===== config.mk =====
export PLATFORM = sky130hd
export DESIGN_NAME = dbgapb_arb
export DESIGN_NICKNAME = d
export VERILOG_FILES = /design/src/rtl/dbgapb_arb.sv
export SDC_FILE = /design/constraint.sdc
export NUM_CORES = 1
export LEC_CHECK = 0
export ABC_CLOCK_PERIOD_IN_PS = 2470
export CORE_AREA = 2 2 126 128
export CTS_BUF_LIST = sky130_fd_sc_hd__clkbuf_4 sky130_fd_sc_hd__clkbuf_8 sky130_fd_sc_hd__clkbuf_16
export CTS_CLUSTER_SIZE = 25
export DETAILED_ROUTE_END_ITERATION = 8
export DIE_AREA = 0 0 128 130
export PLACE_DENSITY = 0.77
export SYNTH_ARGS = -nofsm -noshare
export SYNTH_HDL_FRONTEND = slang
export SYNTH_SLANG_ARGS = --single-unit

===== constraint.sdc =====
create_clock -name clk -period 2.47 [get_ports clk]
set_input_delay 0.494 -clock clk [delete_from_list [all_inputs] [get_ports clk]]
set_output_delay 0.494 -clock clk [all_outputs]
set_load 0.05 [all_outputs]

===== src/rtl/dbgapb_arb.sv =====
// Two-requester arbiter onto the single debug APB slave port: grants one requester,
// replays its transfer downstream as SETUP/ACCESS and routes the response back to it.
module dbgapb_arb #(
  parameter int ADDR_W    = 32,
  parameter int DATA_W    = 32,
  parameter int PRIO_MODE = 0,
  parameter int TIMEOUT   = 256
) (
  input  logic                clk,
  input  logic                rst,
  input  logic                m0_psel,
  input  logic                m0_penable,
  input  logic [ADDR_W-1:0]   m0_paddr,
  input  logic                m0_pwrite,
  input  logic [DATA_W/8-1:0] m0_pstrb,
  input  logic [2:0]          m0_pprot,
  input  logic [DATA_W-1:0]   m0_pwdata,
  output logic [DATA_W-1:0]   m0_prdata,
  output logic                m0_pslverr,
  output logic                m0_pready,
  input  logic                m1_psel,
  input  logic                m1_penable,
  input  logic [ADDR_W-1:0]   m1_paddr,
  input  logic                m1_pwrite,
  input  logic [DATA_W/8-1:0] m1_pstrb,
  input  logic [2:0]          m1_pprot,
  input  logic [DATA_W-1:0]   m1_pwdata,
  output logic [DATA_W-1:0]   m1_prdata,
  output logic                m1_pslverr,
  output logic                m1_pready,
  output logic                dbg_psel,
  output logic                dbg_penable,
  output logic                dbg_pwrite,
  output logic [ADDR_W-1:0]   dbg_paddr,
  output logic [DATA_W/8-1:0] dbg_pstrb,
  output logic [2:0]          dbg_pprot,
  output logic [DATA_W-1:0]   dbg_pwdata,
  input  logic [DATA_W-1:0]   dbg_prdata,
  input  logic                dbg_pslverr,
  input  logic                dbg_pready,
  output logic                grant_id
);

  localparam int STRB_W  = DATA_W / 8;
  localparam int CNT_W   = $clog2(TIMEOUT) + 1;
  localparam int TO_LAST = (TIMEOUT > 0) ? TIMEOUT - 1 : 0;

  typedef enum logic [1:0] {IDLE, SETUP, ACCESS} state_t;

  state_t              state_q, state_d;
  logic                grant_q, grant_d;
  logic                last_q, last_d;
  logic [ADDR_W-1:0]   addr_q, addr_d;
  logic                write_q, write_d;
  logic [STRB_W-1:0]   strb_q, strb_d;
  logic [2:0]          prot_q, prot_d;
  logic [DATA_W-1:0]   wdata_q, wdata_d;
  logic [CNT_W-1:0]    cnt_q, cnt_d;

  logic win, done, abort, resp, own0, own1, err_out;
  logic [DATA_W-1:0] rdata_out;

  always_comb begin
    state_d = state_q;
    grant_d = grant_q;
    last_d  = last_q;
    addr_d  = addr_q;
    write_d = write_q;
    strb_d  = strb_q;
    prot_d  = prot_q;
    wdata_d = wdata_q;
    cnt_d   = cnt_q;

    // A lone requester wins; a tie goes to requester 0 or alternates.
    win   = (m0_psel && m1_psel) ? ((PRIO_MODE != 0) ? 1'b0 : ~last_q) : m1_psel;
    done  = (state_q == ACCESS) && dbg_pready;
    abort = (state_q == ACCESS) && !dbg_pready && (TIMEOUT != 0) &&
            (cnt_q == CNT_W'(TO_LAST));

    case (state_q)
      IDLE: begin
        if (m0_psel || m1_psel) begin
          grant_d = win;
          last_d  = win;
          addr_d  = win ? m1_paddr  : m0_paddr;
          write_d = win ? m1_pwrite : m0_pwrite;
          strb_d  = win ? m1_pstrb  : m0_pstrb;
          prot_d  = win ? m1_pprot  : m0_pprot;
          wdata_d = win ? m1_pwdata : m0_pwdata;
          cnt_d   = '0;
          state_d = SETUP;
        end
      end
      SETUP:   state_d = ACCESS;
      ACCESS: begin
        cnt_d = cnt_q + 1'b1;
        if (done || abort) state_d = IDLE;
      end
      default: state_d = IDLE;
    endcase
  end

  always_ff @(posedge clk or posedge rst) begin
    if (rst) begin
      state_q <= IDLE;
      grant_q <= 1'b0;
      last_q  <= 1'b1;
      addr_q  <= '0;
      write_q <= 1'b0;
      strb_q  <= '0;
      prot_q  <= '0;
      wdata_q <= '0;
      cnt_q   <= '0;
    end else begin
      state_q <= state_d;
      grant_q <= grant_d;
      last_q  <= last_d;
      addr_q  <= addr_d;
      write_q <= write_d;
      strb_q  <= strb_d;
      prot_q  <= prot_d;
      wdata_q <= wdata_d;
      cnt_q   <= cnt_d;
    end
  end

  // A response is dropped if the owner abandoned its transfer.
  assign resp      = done || abort;
  assign own0      = !grant_q && m0_psel;
  assign own1      = grant_q && m1_psel;
  assign err_out   = abort || (done && dbg_pslverr);
  assign rdata_out = (done && !write_q) ? dbg_prdata : '0;

  assign m0_pready  = resp && own0;
  assign m0_pslverr = resp && own0 && err_out;
  assign m0_prdata  = (resp && own0) ? rdata_out : '0;
  assign m1_pready  = resp && own1;
  assign m1_pslverr = resp && own1 && err_out;
  assign m1_prdata  = (resp && own1) ? rdata_out : '0;

  assign dbg_psel    = (state_q != IDLE);
  assign dbg_penable = (state_q == ACCESS);
  assign dbg_paddr   = addr_q;
  assign dbg_pwrite  = write_q;
  assign dbg_pstrb   = strb_q;
  assign dbg_pprot   = prot_q;
  assign dbg_pwdata  = wdata_q;
  assign grant_id    = grant_q;

endmodule


==> results of run 1 <==
[area by class of cell]
| type | instances | share of cell area (%) |
|---|---|---|
| repair buffers | 362 | 45.7 |
| well taps | 192 | 2.46 |
| clock inverters | 7 | 0.808 |
| flip-flops and latches | 85 | 21.8 |
| multi-input cells | 368 | 26.5 |
| clock buffers | 9 | 2.31 |
| inverters | 7 | 0.385 |
[sequential cells by signal (all words and copies together), names as in the netlist]
signal,flops
dbg_pwrite,1
dbg_pwdata,32
dbg_pstrb,4
cnt_q,9
dbg_pprot,3
dbg_paddr,32
grant_id,1
last_q,1
state_q,2
[where the power goes]
part / switching, mW / leakage (nW) / internal (mW) / total (mW)
registers: 0.340 / 1.06 / 2.03 / 2.37
logic: 3.72 / 2.68 / 2.03 / 5.75
clock network: 0.587 / 0.151 / 0.798 / 1.38
[cells in the final DEF (no fill, tap or decap), types with 2 or more instances in the layout]
cell type,instances
a21oi_1,2
and3_4,2
buf_12,81
buf_16,4
buf_4,19
buf_6,3
clkbuf_16,9
clkdlybuf4s50_1,255
clkinvlp_4,3
dfrtp_1,84
inv_1,4
inv_6,4
mux2i_1,76
nand2_1,119
nand3_1,5
nand4_1,2
nor2_1,6
nor2_4,66
o21ai_0,16
o21ai_1,62
[final timing paths]
kind	start	endpoint	slack, ps	cells past startpoint
max reg2reg	state_q[0]	cnt_q[6]	910	5
max	cnt_q[1]	m1_pready	-340	11
max in group asynchronous	rst	last_q	1450	3
min reg2reg	dbg_paddr[12]	dbg_paddr[12]	480	2
min	dbg_paddr[12]	dbg_paddr[12]	480	2
min in group asynchronous	rst	dbg_pstrb[0]	630	3
[cells by family after synthesis]
kind of cell / after synthesis / synth area share, %
simple gates: 207 / 18.6
fa+ha+maj: 2 / 0.570
compound gates: 81 / 9.29
xor+xnor: 1 / 0.200
flops: 85 / 48.5
buf+inv: 42 / 5.27
mux: 77 / 17.6
[what timing repair did]
action | in CTS | in global routing
pin swaps | 17 | 13
buffers inserted | 9 | 2
resized for setup | 49 | 6
endpoints found under the setup margin | 68 | 68
cloned | 4 | 0
[worst max-delay path: cells and delay by family, from the launching register on]
kind,cells,cell delay (ps)
buffers and inverters,4,550
flip-flops,1,380
AND/OR/NAND/NOR,5,680
adder cells (fa/ha/maj),2,370
[layer usage]
layer  global-route usage [%]  up-vias  wire length (µm)  share of wire [%]
li1                         -     2324                 -                  -
met1                     19.7     2150              5720                 36
met2                     35.4      207              8360                 53
met3                     6.93       15              1460                9.3
met4                     4.33        0               230                1.5
met5                        0        -                 0                  0
==> impl_metrics.yaml, run 1 <==
routing:
  viasPerCell: 4.56
  wl_per_cell_um: 15.3
  ant_nets: 0
  dr.first_iter.drc_count: 172
  drtPass1Iterations: 4
  vias: 4696
  routed_wirelength_mm: 15.8
  drc: 0
cts:
  cts_buffers: 9
  numClockSinks: 85
  cts_tree: "built"
  root_buffer: "clkbuf_16"
  clock_latency_ps: 340
  cts_hold_buf: 0
  clk_path_buf_depth: 2
  clkSlewWorstSetupHoldPaths_ps: 70
  htree_num_levels: 3
critical_path:
  crit_path_end_kind: "primary output"
  cp.required_ps: 1980
  arrival_ps: 2320
  crit_slowest_cell: "dfrtp_1"
  slowest_delay_ps: 380
  crit_type: "register to primary output"
  cp-start-kind: "register"
  crit_chain: "ha_2 > and3_4 > and3_4 > ha_4 > nor2_4 > nor2_4 > nand3_4 > buf_6 > buf_16 > clkinvlp_4 > buf_12"
  path_max_fanout: 7
synthesis:
  synth_top_cell_area_share_pct: 47.9
  synth_nets: 681
  synth-edff-count: 0
  netlist_top_cells_area: "dfrtp_1 48%, mux2i_1 17%, nand2_1 10%, o21ai_1 7.1%, nor2_1 6.2%"
  synth_warnings: 0
  ys.flop_type: "dfrtp_1"
  synth_area_per_cell_um2: 8.87
  synth.yosys.seq_area_share_pct: 48.5
  netlist_top_cells_count: "119 x nand2_1, 84 x dfrtp_1, 76 x mux2i_1"
  yosysTopAreaCell: "dfrtp_1"
  syn_area_um2: 4390
  ys_types: 25
  synthCells: 495
  ys_ff_latch: 85
  synth.most_common_cell: "nand2_1"
  ys_async_sr_fraction_pct: 100
timing:
  fin_ws_ps: -343
  finalSetupTns_ps: -20580
  worstMarginPinSlew_ps: 575
  fmax_mhz: 355
  setup_violations: 68
  whs_ps: 482
  slew_viol_final: 0
  relSlewSlack_pct: 61.6
  period_needed_ps: 2810
  fin_skew_ps: 9.74
  timing.final.crit_share_pct: 114
  finalHoldViolations: 0
  rsz0062_at_grt: "yes"
floorplanning:
  die_x_um: 128
  rows: 46
  dieHeight_um: 130
  die_area_um2: 16600
  initial_core_util_pct: 28.5
  num_io_pins: 327
  core_area_um2: 15400
placement:
  placed_cells: 1000
  io_buffers: 324
  place_ws_ps: -91.0
  hpwl_mm: 11.9
  placed_area_um2: 9030
  place_congestion: 0.803
power_and_ir_drop:
  leakagePower_nw: 3.89
  vdd_drop_max_mv: 0.886
  power_density_nw_per_um2: 974
  power_mw: 9.51
outcome:
  status: "finished, violations left"
  violations: "setup timing"
grt:
  grt-ovfl-total: 0
  antenna_found_initial: 0
  grt_pass1_vias: 4798
  grtUsageTotal_pct: 18.6
  grt_max_degree: 86
  grt_pass1_wl_mm: 24.5
layout:
  fillers: 1189
  syn2layout_area_growth_pct: 122
  multi_input_area_um2: 2580
  final_area_um2: 9750
  ff_latch_area_um2: 2130
  diodes: 0
  stdcell_count: 1030
  drive_above_1_share_pct: 24.1
  fin_util_pct: 63.2
  fin_nets: 1019
hold_path:
  min_path_type: "register to register"
flow_run:
  drv_cap: 0
No activity file was read; power rests on OpenSTA's default activity.
==> inputs of run 2 (changes only) <==
--- a/config.mk
+++ b/config.mk
@@ -5,6 +5,7 @@
 export SDC_FILE = /design/constraint.sdc
 export NUM_CORES = 1
 export LEC_CHECK = 0
+export ABC_AREA = 0
 export ABC_CLOCK_PERIOD_IN_PS = 2470
 export CORE_AREA = 2 2 126 128
 export CTS_BUF_LIST = sky130_fd_sc_hd__clkbuf_4 sky130_fd_sc_hd__clkbuf_8 sky130_fd_sc_hd__clkbuf_16
==> results of run 2 <==
Final layout, timing and power as in run 1 (identical DEF).
